**src/rtl/ysyx22041405_lsu_if.sv**
```systemverilog
// Handshake bundle for the ysyx22041405 load/store unit: instruction in, data-memory
// request/response, and write-back out. The LSU uses the master view.
interface ysyx22041405_lsu_if #(
   parameter int unsigned WIDTH = 32
);
   localparam int unsigned STRB = WIDTH / 8;

   logic             in_valid;
   logic             in_ready;
   logic [WIDTH-1:0] in_alu_result;
   logic [WIDTH-1:0] in_pc_add4;
   logic [WIDTH-1:0] in_rs2;
   logic [1:0]       in_mem_op;
   logic [1:0]       in_size;
   logic             in_unsigned;
   logic             in_wb_sel;

   logic             req_valid;
   logic             req_ready;
   logic [WIDTH-1:0] req_addr;
   logic             req_we;
   logic [WIDTH-1:0] req_wdata;
   logic [STRB-1:0]  req_wstrb;

   logic             rsp_valid;
   logic [WIDTH-1:0] rsp_rdata;

   logic             out_valid;
   logic             out_ready;
   logic [WIDTH-1:0] out_rf_wdata;
   logic             out_rf_we;
   logic             out_misalign;

   modport master (
      input  in_valid, in_alu_result, in_pc_add4, in_rs2, in_mem_op, in_size, in_unsigned,
             in_wb_sel, req_ready, rsp_valid, rsp_rdata, out_ready,
      output in_ready, req_valid, req_addr, req_we, req_wdata, req_wstrb, out_valid,
             out_rf_wdata, out_rf_we, out_misalign
   );

   modport slave (
      output in_valid, in_alu_result, in_pc_add4, in_rs2, in_mem_op, in_size, in_unsigned,
             in_wb_sel, req_ready, rsp_valid, rsp_rdata, out_ready,
      input  in_ready, req_valid, req_addr, req_we, req_wdata, req_wstrb, out_valid,
             out_rf_wdata, out_rf_we, out_misalign
   );
endinterface

```
**src/rtl/ysyx22041405_lsu.sv**
```systemverilog
// Memory-stage load/store unit: one instruction in flight, alignment checks, byte-lane
// steering, request/response bus with wait states, extended load data to write-back.
module ysyx22041405_lsu #(
   parameter int unsigned WIDTH = 32
) (
   input logic                clk,
   input logic                rst,
   ysyx22041405_lsu_if.master bus
);
   localparam int unsigned STRB = WIDTH / 8;
   localparam int unsigned OffW = $clog2(STRB);

   typedef enum logic [1:0] {StIdle, StReq, StWait, StDone} state_e;

   state_e           state_q, state_d;
   logic [WIDTH-1:0] addr_q, addr_d;
   logic [WIDTH-1:0] wdata_q, wdata_d;
   logic [STRB-1:0]  wstrb_q, wstrb_d;
   logic             we_q, we_d;
   logic [WIDTH-1:0] rf_wdata_q, rf_wdata_d;
   logic             rf_we_q, rf_we_d;
   logic             misalign_q, misalign_d;
   logic             unsigned_q, unsigned_d;
   logic [1:0]       size_q, size_d;
   logic [OffW-1:0]  off_q, off_d;

   logic [OffW-1:0]  in_off;
   logic             is_load, is_store, misalign;
   logic [STRB-1:0]  in_strb;
   logic [WIDTH-1:0] ld_shift, ld_keep, ld_data;
   logic             ld_sign;

   assign in_off   = bus.in_alu_result[OffW-1:0];
   assign is_load  = bus.in_mem_op == 2'b01;
   assign is_store = bus.in_mem_op == 2'b10;

   // Dword never fits a 32-bit bus, regardless of address.
   always_comb begin
      unique case (bus.in_size)
         2'b00:   misalign = 1'b0;
         2'b01:   misalign = bus.in_alu_result[0];
         2'b10:   misalign = |bus.in_alu_result[1:0];
         default: misalign = (WIDTH == 32) || (|bus.in_alu_result[2:0]);
      endcase
   end

   always_comb begin
      in_strb = '0;
      for (int i = 0; i < int'(STRB); i++) begin
         in_strb[i] = (i >= int'(in_off)) && (i < int'(in_off) + (1 << bus.in_size));
      end
   end

   // Load extraction: bits above the access size are replaced by the sign (or zero).
   always_comb begin
      ld_shift = bus.rsp_rdata >> {off_q, 3'b000};
      ld_keep  = '0;
      for (int i = 0; i < int'(WIDTH); i++) begin
         ld_keep[i] = i < (8 << size_q);
      end
      unique case (size_q)
         2'b00:   ld_sign = ld_shift[7];
         2'b01:   ld_sign = ld_shift[15];
         2'b10:   ld_sign = ld_shift[31];
         default: ld_sign = ld_shift[WIDTH-1];
      endcase
      ld_data = (ld_shift & ld_keep) | ({WIDTH{ld_sign & ~unsigned_q}} & ~ld_keep);
   end

   always_comb begin
      state_d    = state_q;
      addr_d     = addr_q;
      wdata_d    = wdata_q;
      wstrb_d    = wstrb_q;
      we_d       = we_q;
      rf_wdata_d = rf_wdata_q;
      rf_we_d    = rf_we_q;
      misalign_d = misalign_q;
      unsigned_d = unsigned_q;
      size_d     = size_q;
      off_d      = off_q;
      unique case (state_q)
         StIdle: begin
            if (bus.in_valid) begin
               size_d     = bus.in_size;
               unsigned_d = bus.in_unsigned;
               off_d      = in_off;
               addr_d     = {bus.in_alu_result[WIDTH-1:OffW], {OffW{1'b0}}};
               wdata_d    = bus.in_rs2 << {in_off, 3'b000};
               wstrb_d    = '0;
               we_d       = 1'b0;
               misalign_d = 1'b0;
               rf_we_d    = 1'b0;
               rf_wdata_d = '0;
               if ((is_load || is_store) && misalign) begin
                  misalign_d = 1'b1;
                  state_d    = StDone;
               end else if (is_load) begin
                  rf_we_d = 1'b1;
                  state_d = StReq;
               end else if (is_store) begin
                  we_d    = 1'b1;
                  wstrb_d = in_strb;
                  state_d = StReq;
               end else begin
                  rf_we_d    = 1'b1;
                  rf_wdata_d = bus.in_wb_sel ? bus.in_alu_result : bus.in_pc_add4;
                  state_d    = StDone;
               end
            end
         end
         StReq: begin
            if (bus.req_ready) state_d = StWait;
         end
         StWait: begin
            if (bus.rsp_valid) begin
               if (!we_q) rf_wdata_d = ld_data;
               state_d = StDone;
            end
         end
         StDone: begin
            if (bus.out_ready) state_d = StIdle;
         end
      endcase
   end

   always_ff @(posedge clk or posedge rst) begin
      if (rst) begin
         state_q    <= StIdle;
         addr_q     <= '0;
         wdata_q    <= '0;
         wstrb_q    <= '0;
         we_q       <= 1'b0;
         rf_wdata_q <= '0;
         rf_we_q    <= 1'b0;
         misalign_q <= 1'b0;
         unsigned_q <= 1'b0;
         size_q     <= 2'b00;
         off_q      <= '0;
      end else begin
         state_q    <= state_d;
         addr_q     <= addr_d;
         wdata_q    <= wdata_d;
         wstrb_q    <= wstrb_d;
         we_q       <= we_d;
         rf_wdata_q <= rf_wdata_d;
         rf_we_q    <= rf_we_d;
         misalign_q <= misalign_d;
         unsigned_q <= unsigned_d;
         size_q     <= size_d;
         off_q      <= off_d;
      end
   end

   assign bus.in_ready     = state_q == StIdle;
   assign bus.req_valid    = state_q == StReq;
   assign bus.req_addr     = addr_q;
   assign bus.req_we       = we_q;
   assign bus.req_wdata    = wdata_q;
   assign bus.req_wstrb    = wstrb_q;
   assign bus.out_valid    = state_q == StDone;
   assign bus.out_rf_wdata = rf_wdata_q;
   assign bus.out_rf_we    = rf_we_q;
   assign bus.out_misalign = misalign_q;
endmodule

```
**src/flat_wrapper.sv**
```systemverilog
// flat-port wrapper written by rule: the top's interface ports become plain ports
module ysyx22041405_lsu_flat 
#(
   parameter int unsigned WIDTH = 32
)
  (clk, rst, bus_in_valid, bus_in_alu_result, bus_in_pc_add4, bus_in_rs2, bus_in_mem_op, bus_in_size, bus_in_unsigned, bus_in_wb_sel, bus_req_ready, bus_rsp_valid, bus_rsp_rdata, bus_out_ready, bus_in_ready, bus_req_valid, bus_req_addr, bus_req_we, bus_req_wdata, bus_req_wstrb, bus_out_valid, bus_out_rf_wdata, bus_out_rf_we, bus_out_misalign);
  ysyx22041405_lsu_if #(.WIDTH(WIDTH)) bus_i ();
  input logic clk;
  input logic rst;
  input wire logic [$bits(bus_i.in_valid)-1:0] bus_in_valid;
  input wire logic [$bits(bus_i.in_alu_result)-1:0] bus_in_alu_result;
  input wire logic [$bits(bus_i.in_pc_add4)-1:0] bus_in_pc_add4;
  input wire logic [$bits(bus_i.in_rs2)-1:0] bus_in_rs2;
  input wire logic [$bits(bus_i.in_mem_op)-1:0] bus_in_mem_op;
  input wire logic [$bits(bus_i.in_size)-1:0] bus_in_size;
  input wire logic [$bits(bus_i.in_unsigned)-1:0] bus_in_unsigned;
  input wire logic [$bits(bus_i.in_wb_sel)-1:0] bus_in_wb_sel;
  input wire logic [$bits(bus_i.req_ready)-1:0] bus_req_ready;
  input wire logic [$bits(bus_i.rsp_valid)-1:0] bus_rsp_valid;
  input wire logic [$bits(bus_i.rsp_rdata)-1:0] bus_rsp_rdata;
  input wire logic [$bits(bus_i.out_ready)-1:0] bus_out_ready;
  output wire logic [$bits(bus_i.in_ready)-1:0] bus_in_ready;
  output wire logic [$bits(bus_i.req_valid)-1:0] bus_req_valid;
  output wire logic [$bits(bus_i.req_addr)-1:0] bus_req_addr;
  output wire logic [$bits(bus_i.req_we)-1:0] bus_req_we;
  output wire logic [$bits(bus_i.req_wdata)-1:0] bus_req_wdata;
  output wire logic [$bits(bus_i.req_wstrb)-1:0] bus_req_wstrb;
  output wire logic [$bits(bus_i.out_valid)-1:0] bus_out_valid;
  output wire logic [$bits(bus_i.out_rf_wdata)-1:0] bus_out_rf_wdata;
  output wire logic [$bits(bus_i.out_rf_we)-1:0] bus_out_rf_we;
  output wire logic [$bits(bus_i.out_misalign)-1:0] bus_out_misalign;
  assign bus_i.in_valid = bus_in_valid;
  assign bus_i.in_alu_result = bus_in_alu_result;
  assign bus_i.in_pc_add4 = bus_in_pc_add4;
  assign bus_i.in_rs2 = bus_in_rs2;
  assign bus_i.in_mem_op = bus_in_mem_op;
  assign bus_i.in_size = bus_in_size;
  assign bus_i.in_unsigned = bus_in_unsigned;
  assign bus_i.in_wb_sel = bus_in_wb_sel;
  assign bus_i.req_ready = bus_req_ready;
  assign bus_i.rsp_valid = bus_rsp_valid;
  assign bus_i.rsp_rdata = bus_rsp_rdata;
  assign bus_i.out_ready = bus_out_ready;
  assign bus_in_ready = bus_i.in_ready;
  assign bus_req_valid = bus_i.req_valid;
  assign bus_req_addr = bus_i.req_addr;
  assign bus_req_we = bus_i.req_we;
  assign bus_req_wdata = bus_i.req_wdata;
  assign bus_req_wstrb = bus_i.req_wstrb;
  assign bus_out_valid = bus_i.out_valid;
  assign bus_out_rf_wdata = bus_i.out_rf_wdata;
  assign bus_out_rf_we = bus_i.out_rf_we;
  assign bus_out_misalign = bus_i.out_misalign;
  ysyx22041405_lsu #(.WIDTH(WIDTH)) u_core (.clk(clk), .rst(rst), .bus(bus_i));
endmodule
```
**config.mk**
```make
export PLATFORM = sky130hd
export DESIGN_NAME = ysyx22041405_lsu_flat
export DESIGN_NICKNAME = d
export VERILOG_FILES = /design/src/rtl/ysyx22041405_lsu_if.sv /design/src/rtl/ysyx22041405_lsu.sv /design/src/flat_wrapper.sv
export SDC_FILE = /design/constraint.sdc
export NUM_CORES = 1
export LEC_CHECK = 0
export BUFFER_PORTS_ARGS = -buffer_cell sky130_fd_sc_hd__buf_2
export CAP_MARGIN = 20
export CELL_PAD_IN_SITES_DETAIL_PLACEMENT = 1
export CELL_PAD_IN_SITES_GLOBAL_PLACEMENT = 2
export CORE_MARGIN = 8
export CORE_UTILIZATION = 29
export CTS_CLUSTER_SIZE = 20
export DETAILED_ROUTE_END_ITERATION = 8
export GPL_ROUTABILITY_DRIVEN = 0
export PLACE_DENSITY = 0.77
export SETUP_SLACK_MARGIN = 0.15
export SYNTH_ARGS = -nofsm -noshare
export SYNTH_HDL_FRONTEND = slang
export SYNTH_SLANG_ARGS = --single-unit
export TNS_END_PERCENT = 50
```
**constraint.sdc**
```tcl
create_clock -name clk -period 3.9 [get_ports clk]
set_clock_uncertainty 0.2 [all_clocks]
set_input_delay 0.585 -clock clk [delete_from_list [all_inputs] [get_ports clk]]
set_output_delay 0.585 -clock clk [all_outputs]
set_load 0.01 [all_outputs]
```
=== Word level (Yosys, flattened, before mapping) ===
Cells that the tools add are included.

* Output and inout bits: 106
* Input port bits: 140
* Register bits after elaboration: 108
* Word-level logic and storage cells: 115

* Add/sub/neg operators: 1
* Bitwise operators: 6
* $lt $le $gt $ge: 39
* Multiplexer cells: 28
* Eq/ne operators: 13
* Reduce and logical (&&, ||, !) cells: 13
* Shift-type cells: 4

{| class="wikitable"
|+ Operator list
! kind !! count
|-
| 6-bit by 32-bit < comparator with 1-bit output, first input constant || 16
|-
| 5-bit by 32-bit < comparator with 1-bit output, first input constant || 8
|-
| 32-bit two-way mux || 7
|-
| 3-bit by 32-bit < comparator with 1-bit output, first input constant || 4
|-
| 4-bit by 32-bit < comparator with 1-bit output, first input constant || 4
|-
| 32-bit bitwise AND || 2
|-
| 1-bit by 32-bit < comparator with 1-bit output, first input constant || 2
|-
| 2-bit by 32-bit < comparator with 1-bit output, first input constant || 2
|-
| 32-bit one-hot mux with 2 select lines || 1
|-
| 3-bit by 32-bit adder with 32-bit output || 1
|-
| 32-bit inverter || 1
|-
| 32-bit OR || 1
|-
| 1-bit by 2-bit left shift with 32-bit output, first input constant || 1
|-
| 32-bit by 5-bit left shift with 32-bit output || 1
|-
| 4-bit by 2-bit left shift with 32-bit output, first input constant || 1
|-
| 32-bit by 5-bit right shift with 32-bit output || 1
|-
| 2-bit two-way mux || 7
|-
| 4-bit two-way mux || 3
|-
| 2-bit != test, second input constant || 5
|-
| 2-bit by 1-bit equality test with 1-bit output, second input constant || 4
|-
| 2-bit equality test, second input constant || 4
|-
| 2-bit one-hot mux with 4 select lines || 1
|-
| 4-bit AND reduction || 2
|-
| 1-bit two-way mux || 7
|-
| other kinds (12) || 18
|}

=== Depth between registers and ports, before layout ===
Gate-level depths: netlist of run 1.

* Depth after elaboration: 8
* Depth in mapped cells: 8
* Gate-level depth less buffers: 7

=== Worst setup path before layout of run 1 ===
No wires, ideal clock.

* Kind: input to register
* From: input bus_in_size[1]
* To: register u_core.wstrb_q[0], in the netlist u_core.bus.req_wstrb[0]
* Buffers on the path: 0
* Setup slack: 1.717 ns
* Arrival time: 1.861 ns
* Stages: 7
* Setup time: 0.122 ns
* Cells stage by stage: nor2_1 ha_1 fa_1 nor2_1 a21oi_1 or3_1 a32o_1

* Longest elaborated chain between the ends: 7

{| class="wikitable"
|+ RTL lines
! what !! line !! source
|-
| from (decl) || flat_wrapper.sv:15 || <nowiki>input wire logic [$bits(bus_i.in_size)-1:0] bus_in_size;</nowiki>
|-
| 1-bit by 2-bit left shift with 32-bit output || ysyx22041405_lsu.sv:50 || <nowiki>in_strb[i] = (i >= int'(in_off)) && (i < int'(in_off) + (1 << bus.in_size));</nowiki>
|-
| 3-bit by 32-bit adder with 32-bit output || ysyx22041405_lsu.sv:50 ||
|-
| 1-bit by 32-bit < comparator with 1-bit output || ysyx22041405_lsu.sv:50 ||
|-
| 1-bit logical AND || ysyx22041405_lsu.sv:50 ||
|-
| 4-bit two-way mux || ysyx22041405_lsu.sv:101 || <nowiki>end else if (is_store) begin</nowiki>
|-
| 4-bit two-way mux || ysyx22041405_lsu.sv:98 || <nowiki>end else if (is_load) begin</nowiki>
|-
| 4-bit two-way mux (*) || ysyx22041405_lsu.sv:95 || <nowiki>if ((is_load || is_store) && misalign) begin</nowiki>
|-
| to (signal assigned) || ysyx22041405_lsu.sv:144 || <nowiki>wstrb_q <= wstrb_d;</nowiki>
|-
| to (decl) || ysyx22041405_lsu.sv:18 || <nowiki>logic [STRB-1:0] wstrb_q, wstrb_d;</nowiki>
|}

Mark *: on every way between the ends. The rest lies on a longest branch, timed or not.
A chain may end at the register's enable or synchronous reset.

=== Worst setup path in the final report of run 1 ===
* From: register u_core.off_q[0]
* To: register u_core.rf_wdata_q[17], in the netlist u_core.bus.out_rf_wdata[17]

* Longest elaborated chain between the ends: 8

{| class="wikitable"
|+ RTL lines
! what !! line !! source
|-
| from (decl) || ysyx22041405_lsu.sv:25 || <nowiki>logic [OffW-1:0] off_q, off_d;</nowiki>
|-
| from (signal assigned) || ysyx22041405_lsu.sv:139 || <nowiki>off_q <= '0;</nowiki>
|-
| from (signal assigned) || ysyx22041405_lsu.sv:151 || <nowiki>off_q <= off_d;</nowiki>
|-
| 32-bit by 5-bit right shift with 32-bit output (*) || ysyx22041405_lsu.sv:56 || <nowiki>ld_shift = bus.rsp_rdata >> {off_q, 3'b000};</nowiki>
|-
| 1-bit one-hot mux with 2 select lines || ysyx22041405_lsu.sv:61 || <nowiki>unique case (size_q)</nowiki>
|-
| 1-bit bitwise AND || ysyx22041405_lsu.sv:67 || <nowiki>ld_data = (ld_shift & ld_keep) | ({WIDTH{ld_sign & ~unsigned_q}} & ~ld_keep);</nowiki>
|-
| 32-bit bitwise AND || ysyx22041405_lsu.sv:67 ||
|-
| 32-bit OR (*) || ysyx22041405_lsu.sv:67 ||
|-
| 32-bit two-way mux (*) || ysyx22041405_lsu.sv:117 || <nowiki>if (!we_q) rf_wdata_d = ld_data;</nowiki>
|-
| 32-bit two-way mux (*) || ysyx22041405_lsu.sv:116 || <nowiki>if (bus.rsp_valid) begin</nowiki>
|-
| 32-bit one-hot mux with 2 select lines (*) || ysyx22041405_lsu.sv:82 || <nowiki>unique case (state_q)</nowiki>
|-
| to (signal assigned) || ysyx22041405_lsu.sv:146 || <nowiki>rf_wdata_q <= rf_wdata_d;</nowiki>
|-
| to (decl) || ysyx22041405_lsu.sv:20 || <nowiki>logic [WIDTH-1:0] rf_wdata_q, rf_wdata_d;</nowiki>
|}

Mark *: on every way between the ends. The rest lies on a longest branch, timed or not. The select of a mux whose other input is x is not followed.

==> impl_metrics.csv, run 1 <==
group,metric,value,unit
outcome,status,"completed",
detailed_routing,drt-initial-drc-count,274,
cells_and_area,nets,958,
sta,report.final.slew_viol_count,0,
cells_and_area,syn2layout_area_growth,28.7,%
detailed_routing,drc,0,
floorplanning,design.portCount,246,
clock_tree,cts_num_sinks,108,
detailed_routing,ant_nets,0,
pwr,power_leakage,3.77,nW
sta,fmax_achieved,376,MHz
detailed_routing,detailroute.via_count,5397,
setup_path,worst-endpoint-arrival,2660,ps
clock_tree,clock_tree.htree_level_count,3,
sta,final.period_utilization,68.2,%
placement,dpl.cell_count,1073,
cells_and_area,num-fill-cells,2470,
setup_path,crit_path_max_fanout,18,
detailed_routing,postRouteWirelength,22.9,mm
logic_synthesis,postSynth.asyncResetShare,100,%
sta,fin_tns_setup,0,ps
grt,grt_pass1_wl,35.7,mm
job,maxCapViolCount,0,
floorplanning,num_rows,53,
clock_tree,cts_hold_buf,0,
detailed_routing,viasPerCell,4.93,
pwr,power_per_cell_area,774,nW/um^2
placement,port-buffer-count,243,
grt,grt_pass1_vias,5966,
setup_path,crit_type,"reg2reg",
placement,place_hpwl,17.7,mm
floorplanning,floorplan.die_area,26000,sq um
cells_and_area,post_route_cells_drive_above_1_share,45.2,%
logic_synthesis,synth-edff-count,0,
logic_synthesis,synthesis.instances,590,
clock_tree,maximum_buffer_depth_of_the_clock_tree,2,
clock_tree,cts_setup_buffers,0,
sta,finalWorstPathRequiredPeriod,2660,ps
floorplanning,die_x,161,microns
setup_path,timing.critical_path.to_type,"register",
setup_path,worst_path_required,3900,ps
clock_tree,cts-root-buf,"clkbuf_16",
logic_synthesis,mappedNetlistArea,6130,sq um
cells_and_area,final-instance-count-excl-fill,1094,
clock_tree,clock_transition_at_the_register_clock_pins_on_the_worst_setup_and_hold_paths_after_cts,80,ps
logic_synthesis,yosys_warnings,0,
sta,finalSetupViolCount,0,
clock_tree,number_of_buffers_added_by_the_clock_tree_synthesis_step,9,
cells_and_area,multi_input_comb_area,3170,sq um
logic_synthesis,synth_seq_cells,108,
detailed_routing,first_pass_iters,4,
floorplanning,die-height,161,microns
floorplanning,core_area,20900,sq um
sta,slew_headroom,33.6,%
cells_and_area,sequential_cell_area,2700,sq um
pwr,vdd.ir_drop.worst,0.276,mV
logic_synthesis,syn_avg_cell_area,10.4,sq um
grt,largest_net_degree_at_the_start_of_global_routing,52,
detailed_routing,avgRoutedWirePerCell,21.0,microns
sta,hold_violations,0,
cells_and_area,finish.utilization,37.7,%
clock_tree,clk-insertion-delay-late,350,ps
grt,grt_overflow,0,
setup_path,startpoint_type,"register",
floorplanning,effective_utilization_at_floorplan,29.3,%
clock_tree,post_cts.resized_instances,0,
grt,gr-usage-all-layers,17.6,%
logic_synthesis,synth-main-ff-cell,"dfrtp_1",
grt,antenna_found_initial,5,
worst_hold_path,hold_path_class,"in2async",
clock_tree,cts_tree,"built",
logic_synthesis,ys_types,43,
logic_synthesis,synth-seq-area-share,44.1,%
sta,rsz0062_at_grt,"false",
sta,tightest_slew,995,ps
per-stage QoR:
| step | cell area (sq um) | worst slack [ps] | hold WS [ps] | total power (W) |
|---|---|---|---|---|
| finish | 7890 | 1240 | 128 | 0.00611 |
| global route | 7880 | 1080 | 173 | 0.00658 |
| CTS | 7870 | 1220 | 160 | 0.00621 |
| detailed placement | 7550 | 1100 | 267 | 0.00514 |
| global placement | 7550 | 1180 | 258 | 0.00508 |
| floorplan | 6130 | 269 | 300 | 0.00399 |
placed cells by master (no fill, tap or decap), types with 2 or more instances in the layout:
cell type	count
inv_6	2
nand3_1	7
buf_2	243
a32oi_1	8
o21ai_0	19
a32o_1	2
or3_1	3
inv_1	6
a211oi_1	19
clkbuf_16	9
diode_2	5
a21o_1	3
nand2_1	38
a22oi_1	9
bufinv_16	2
mux2_2	76
or2_2	4
dfrtp_1	108
ha_1	8
conb_1	2
nor2b_1	24
a211o_1	8
a22o_1	9
a21oi_1	52
a211oi_2	10
o211ai_1	9
mux2i_1	37
nand2b_1	5
nor3_1	4
nor2_1	56
buf_4	12
o22ai_1	2
flip-flops by register name, indices dropped and copies added, names as in the netlist:
| signal | count |
|---|---|
| u_core.off_q | 2 |
| u_core.bus.req_addr | 30 |
| u_core.bus.out_misalign | 1 |
| u_core.bus.out_rf_we | 1 |
| u_core.state_q | 2 |
| u_core.bus.req_we | 1 |
| u_core.size_q | 2 |
| u_core.unsigned_q | 1 |
| u_core.bus.req_wstrb | 4 |
| u_core.bus.req_wdata | 32 |
| u_core.bus.out_rf_wdata | 32 |
metal layers:
metal  track usage (%)  share of wire [%]
met3              4.22                5.1
met5                 0              0.035
met2              28.8                 48
met4              7.28                2.5
met1              21.8                 44
worst max-delay path, cell delays in order (launching register included):
cell and delay [ps]:
dfrtp_1 810, mux2i_1 590, a221oi_4 150, a21oi_4 570, a211oi_1 160
layout make-up:
cell class / count / share of cell area [%]
Multi-Input combinational cell: 428 / 40.2
Timing Repair Buffer: 255 / 16.6
Clock buffer: 9 / 2.86
Antenna cell: 5 / 0.159
Sequential cell: 108 / 34.3
Clock inverter: 7 / 1.25
Tap cell: 275 / 4.36
Inverter: 7 / 0.365
report_power, final:
| group | total [W] | leakage (nW) | internal [W] | switching (W) |
|---|---|---|---|---|
| Combinational | 0.00308 | 2.29 | 0.00131 | 0.00177 |
| Clock | 0.00104 | 0.156 | 0.000569 | 0.000469 |
| Sequential | 0.00199 | 1.32 | 0.00166 | 0.000328 |
| Total | 0.00611 | 3.77 | 0.00354 | 0.00256 |
kinds of logic after synthesis:
group           Yosys count  synth area share (%)
fa+ha+maj                 9                  1.96
mux                     113                  20.0
buf+inv                  55                  4.53
simple gates            145                  10.8
compound gates          159                  18.5
other cells               1                0.0612
flops                   108                  44.1
cells in the mapped netlist (all sizes together) (2+ instances only):
cell type	number	area share (%)
or2	4	0.41
a32oi	8	1.1
nand2	39	2.4
a211o	8	1.1
a22o	9	1.3
nor2b	24	2.5
buf	39	3.6
mux2	76	14
a21oi	53	4.5
dfrtp	108	44
o22ai	2	0.20
a22oi	9	1.1
o21ai	20	1.6
nand3	8	0.74
mux2i	37	6.0
o211ai	9	1.1
nand2b	5	0.51
a21o	3	0.37
nor2	56	3.4
inv	7	0.43
or3	3	0.31
a32o	2	0.33
nor3	4	0.33
a211oi	30	4.6
clkbuf	9	0.55
ha	8	1.6
final timing paths:
check                                         from                          end  slack [ps]  cells past startpoint
hold reg to reg            u_core.bus.out_misalign      u_core.bus.out_misalign         280                      2
setup reg to reg                   u_core.off_q[0]  u_core.bus.out_rf_wdata[17]        1240                      4
hold / removal                                 rst      u_core.bus.req_addr[27]         130                      2
min in group clk             bus_in_alu_result[30]      u_core.bus.req_addr[30]         270                      2
max in group asynchronous                      rst   u_core.bus.out_rf_wdata[5]        2540                      3
setup / recovery                   u_core.off_q[0]  u_core.bus.out_rf_wdata[17]        1240                      4
Note: power is estimated with default switching activity, not from simulation.
==> run 2, diff against run 1 <==
==> constraint.sdc (replaced) <==
create_clock -name clk -period 2.8 [get_ports clk]
set_clock_uncertainty 0.2 [all_clocks]
set_input_delay 0.42 -clock clk [delete_from_list [all_inputs] [get_ports clk]]
set_output_delay 0.42 -clock clk [all_outputs]
set_load 0.01 [all_outputs]
==> impl_metrics.csv, run 2 (same netlist as run 1, synthesis figures left out) <==
group,metric,value,unit
outcome,status,"completed",
clock_tree,clk-insertion-delay-late,350,ps
detailed_routing,viasPerCell,4.91,
clock_tree,clock_transition_at_the_register_clock_pins_on_the_worst_setup_and_hold_paths_after_cts,80,ps
sta,fmax_achieved,420,MHz
grt,grtUsageMet2,28.4,%
clock_tree,post_cts.resized_instances,0,
grt,grt_overflow,0,
cells_and_area,syn2layout_area_growth,30.4,%
job,maxCapViolCount,0,
clock_tree,cts_setup_buffers,0,
placement,port-buffer-count,243,
grt,grt_pass1_vias,5904,
floorplanning,num_rows,53,
sta,finalWorstPathRequiredPeriod,2380,ps
setup_path,worst-endpoint-arrival,2380,ps
clock_tree,maximum_buffer_depth_of_the_clock_tree,2,
pwr,power_per_cell_area,1080,nW/um^2
clock_tree,cts-root-buf,"clkbuf_16",
clock_tree,number_of_buffers_added_by_the_clock_tree_synthesis_step,9,
floorplanning,design.portCount,246,
clock_tree,cts_tree,"built",
sta,hold_violations,0,
grt,grt_pass1_wl,35.5,mm
sta,rsz0062_at_grt,"false",
floorplanning,effective_utilization_at_floorplan,29.3,%
detailed_routing,ant_nets,0,
floorplanning,core_area,20900,sq um
sta,tightest_slew,725,ps
pwr,power_leakage,3.82,nW
grt,grt_util_met1,21.9,%
placement,dpl.cell_count,1082,
floorplanning,die-height,161,microns
setup_path,crit_path_max_fanout,15,
clock_tree,clock_tree.htree_level_count,3,
placement,place_hpwl,17.8,mm
floorplanning,floorplan.die_area,26000,sq um
grt,antenna_found_initial,8,
setup_path,startpoint_type,"register",
grt,gr-usage-all-layers,17.4,%
detailed_routing,detailroute.via_count,5415,
cells_and_area,post_route_cells_drive_above_1_share,45.8,%
sta,finalSetupViolCount,0,
grt,grt_most_used_layer,"met2",
grt,grt.met3_usage,4.71,%
worst_hold_path,hold_path_class,"in2async",
detailed_routing,drc,0,
detailed_routing,postRouteWirelength,22.9,mm
cells_and_area,final-instance-count-excl-fill,1103,
sta,final.period_utilization,85.1,%
setup_path,timing.critical_path.to_type,"register",
clock_tree,cts_num_sinks,108,
detailed_routing,first_pass_iters,4,
clock_tree,cts_hold_buf,0,
cells_and_area,finish.utilization,38.2,%
cells_and_area,layout.cells.most_common_list,"buf_2, dfrtp_1, mux2_2",
setup_path,worst_path_required,2800,ps
cells_and_area,num-fill-cells,2455,
sta,slew_headroom,51.6,%
sta,report.final.slew_viol_count,0,
pwr,vdd.ir_drop.worst,0.440,mV
floorplanning,die_x,161,microns
cells_and_area,nets,967,
grt,largest_net_degree_at_the_start_of_global_routing,109,
cells_and_area,layout.cells.most_common,"buf_2",
detailed_routing,drt-initial-drc-count,226,
setup_path,crit_type,"reg2reg",
sta,fin_tns_setup,0,ps
detailed_routing,avgRoutedWirePerCell,20.8,microns
run 2: cell types whose count changed in the layout (fill, tap and decap cells not counted):
cell        delta
buf_4          +7
buf_12         +2
inv_8          +2
clkinv_2       -1
clkinvlp_4     +1
inv_4          -1
inv_6          -1
run 2: where the power goes:
group          internal [W]  switching, W
combinational       0.00191       0.00248
sequential          0.00232      0.000449
clock              0.000804      0.000666
total               0.00503       0.00359
run 2: worst paths after layout:
kind / startpoint / to / slack, ps / depth (start not counted)
max reg2reg: u_core.state_q[0] / u_core.bus.out_rf_wdata[18] / 420 / 6
min in group clk: bus_in_unsigned / u_core.unsigned_q / 100 / 2
min: rst / u_core.bus.req_addr[18] / 7 / 3
min reg2reg: u_core.bus.req_wdata[20] / u_core.bus.req_wdata[20] / 280 / 2
max: u_core.state_q[0] / u_core.bus.out_rf_wdata[18] / 420 / 6
max in group asynchronous: rst / u_core.bus.req_wdata[21] / 1840 / 3
run 2: per-stage QoR:
stage | total power [W] | setup slack, ps | hold slack [ps] | cell area [sq um]
floorplan | 0.00555 | 782 | 300 | 6130
global placement | 0.00718 | 485 | 256 | 7640
detailed placement | 0.00728 | 379 | 269 | 7640
CTS | 0.00878 | 381 | 80.5 | 7980
global route | 0.00928 | 238 | 85.7 | 7990
finish | 0.00862 | 417 | 6.60 | 7990
run 2: area by class of cell:
class	instances	area [sq um]	share of cell area, %
multi-input cells	428	3170	39.6
flip-flops and latches	108	2700	33.8
repair buffers	264	1400	17.5
well taps	275	344	4.31
clock buffers	9	225	2.82
clock inverters	7	108	1.35
inverters	7	30.0	0.376
diodes	5	12.5	0.157
run 2: worst max-delay path: stages (launching register included):
cell and delay (ps):
dfrtp_1 410, inv_1 110, ha_1 300, nor2_1 140, a211o_1 380, a21oi_4 520
a211oi_1 160
run 2: layer usage:
metal  part of all wire, %  vias up  wire (microns)
met5                  0.16        -              37
met4                   2.3        6             526
li1                      -     2592               -
met3                   6.6       26            1510
met1                    42     2650            9650
met2                    49      141           11200
==> run 3, diff against run 2 <==
--- a/config.mk
+++ b/config.mk
@@ -7,14 +7,12 @@
 export LEC_CHECK = 0
 export BUFFER_PORTS_ARGS = -buffer_cell sky130_fd_sc_hd__buf_2
 export CAP_MARGIN = 20
-export CELL_PAD_IN_SITES_DETAIL_PLACEMENT = 1
-export CELL_PAD_IN_SITES_GLOBAL_PLACEMENT = 2
 export CORE_MARGIN = 8
-export CORE_UTILIZATION = 29
+export CORE_UTILIZATION = 49
 export CTS_CLUSTER_SIZE = 20
 export DETAILED_ROUTE_END_ITERATION = 8
 export GPL_ROUTABILITY_DRIVEN = 0
-export PLACE_DENSITY = 0.77
+export PLACE_DENSITY = 0.78
 export SETUP_SLACK_MARGIN = 0.15
 export SYNTH_ARGS = -nofsm -noshare
 export SYNTH_HDL_FRONTEND = slang
==> impl_metrics.csv, run 3 (same netlist as run 1, synthesis figures left out) <==
group,metric,value,unit
outcome,status,"completed",
clock_tree,clock_tree.htree_level_count,3,
floorplanning,die_x,128,microns
cells_and_area,layout.cells.most_common_list,"buf_2, dfrtp_1, mux2_2",
sta,finalSetupViolCount,0,
floorplanning,die-height,128,microns
detailed_routing,drt-initial-drc-count,430,
clock_tree,post_cts.resized_instances,0,
clock_tree,cts-root-buf,"clkbuf_16",
sta,hold_violations,0,
grt,grt_pass1_wl,31.1,mm
pwr,power_per_cell_area,1080,nW/um^2
clock_tree,clk-insertion-delay-late,350,ps
setup_path,startpoint_type,"register",
setup_path,worst_r2r_endpoint,"u_core.bus.out_rf_wdata[18]",
detailed_routing,detailroute.via_count,5645,
placement,place_hpwl,15.4,mm
placement,port-buffer-count,243,
sta,fmax_achieved,408,MHz
floorplanning,num_rows,41,
sta,tightest_slew,610,ps
job,maxCapViolCount,0,
grt,antenna_found_initial,4,
detailed_routing,drc,0,
cells_and_area,syn2layout_area_growth,27.2,%
sta,finalWorstPathRequiredPeriod,2450,ps
setup_path,timing.critical_path.to,"u_core.bus.out_rf_wdata[18]",
grt,gr-usage-all-layers,24.1,%
detailed_routing,viasPerCell,5.70,
sta,fin_tns_setup,0,ps
pwr,vdd.ir_drop.worst,0.528,mV
clock_tree,maximum_buffer_depth_of_the_clock_tree,2,
clock_tree,cts_hold_buf,0,
setup_path,worst-r2r-cell-count,6,
cells_and_area,finish.instance_area,7790,sq um
floorplanning,design.portCount,246,
setup_path,timing.critical_path.to_type,"register",
detailed_routing,first_pass_iters,5,
sta,finalWorstSetupSlack,347,ps
sta,report.final.slew_viol_count,0,
clock_tree,cts_num_sinks,108,
setup_path,crit_start,"u_core.state_q[0]",
setup_path,crit_type,"reg2reg",
cells_and_area,layout.cells.most_common,"buf_2",
clock_tree,number_of_buffers_added_by_the_clock_tree_synthesis_step,9,
sta,slew_headroom,59.4,%
setup_path,rr_startpoint,"u_core.state_q[0]",
setup_path,crit_path_max_fanout,15,
clock_tree,cts_setup_buffers,0,
cells_and_area,post_route_cells_drive_above_1_share,45.2,%
grt,largest_net_degree_at_the_start_of_global_routing,109,
setup_path,worst_path_required,2800,ps
sta,holdWs,18.6,ps
placement,placement.setup.worst_slack,411,ps
detailed_routing,postRouteWirelength,19.8,mm
floorplanning,core_area,12400,sq um
setup_path,worst-endpoint-arrival,2450,ps
worst_hold_path,hold_path_class,"in2async",
clock_tree,clock_transition_at_the_register_clock_pins_on_the_worst_setup_and_hold_paths_after_cts,70,ps
placement,instance_area_at_placement,7470,sq um
pwr,power_leakage,3.78,nW
floorplanning,effective_utilization_at_floorplan,49.4,%
setup_path,r2r_slack,350,ps
grt,grt_pass1_vias,5894,
sta,rsz0062_at_grt,"false",
detailed_routing,avgRoutedWirePerCell,20.0,microns
cells_and_area,nets,961,
floorplanning,floorplan.die_area,16300,sq um
detailed_routing,ant_nets,0,
clock_tree,cts_tree,"built",
grt,grt_overflow,0,
sta,final.period_utilization,87.6,%
## run 3: cell count changes in the layout (fill, tap and decap cells not counted), sizes merged
cell    delta
buf        -6
clkbuf     +3
inv        -3
diode      -3
## run 3: worst max-delay path, cell delays in order (launching register included)
cell	delay, ps
dfrtp_1	410
inv_1	120
ha_1	320
nor2_1	150
a211o_1	430
a21oi_4	510
a211oi_1	160
## run 3: how the worst min path moves through the flow
stage / cells after the start / start / endpoint / slack (ps)
2_1_floorplan: 1 / u_core.unsigned_q / u_core.unsigned_q / 300
3_3_place_gp: 2 / u_core.bus.req_wdata[8] / u_core.bus.req_wdata[8] / 260
3_5_place_dp: 2 / u_core.bus.req_wdata[21] / u_core.bus.req_wdata[21] / 270
4_1_cts: 3 / rst / u_core.bus.req_addr[12] / 80
5_1_grt: 3 / rst / u_core.bus.req_addr[12] / 90
6_report: 3 / rst / u_core.bus.req_addr[12] / 20
## run 3: layout make-up
class	instances	area, sq um
Antenna cell	2	5.00
Clock buffer	12	246
Clock inverter	4	72.6
Fill cell	1067	4620
Inverter	7	30.0
Multi-Input combinational cell	428	3170
Sequential cell	108	2700
Tap cell	172	215
Timing Repair Buffer	258	1350
## run 3: power by group
group / internal, W / switching (W) / total [W]
sequential: 0.00232 / 0.000455 / 0.00278
clock: 0.000809 / 0.000574 / 0.00138
combinational: 0.00187 / 0.00242 / 0.00429
total: 0.00500 / 0.00345 / 0.00845
## run 3: metal layers
metal	GRT usage (%)	vias to the layer above	part of all wire (%)
met4	11.5	6	3.4
met1	28.5	2755	39
li1	-	2574	-
met2	39.4	262	48
met3	7.32	48	8.7
met5	0	-	0.16
## run 3: per-stage QoR
stage | instances | power, W | util (%)
after floorplan | 591 | 0.00555 | -
after global placement | 973 | 0.00689 | 60.2
after detailed placement | 973 | 0.00709 | 60.2
after CTS | 989 | 0.00848 | 62.7
after global routing | 990 | 0.00899 | 62.7
final | 991 | 0.00845 | 62.8
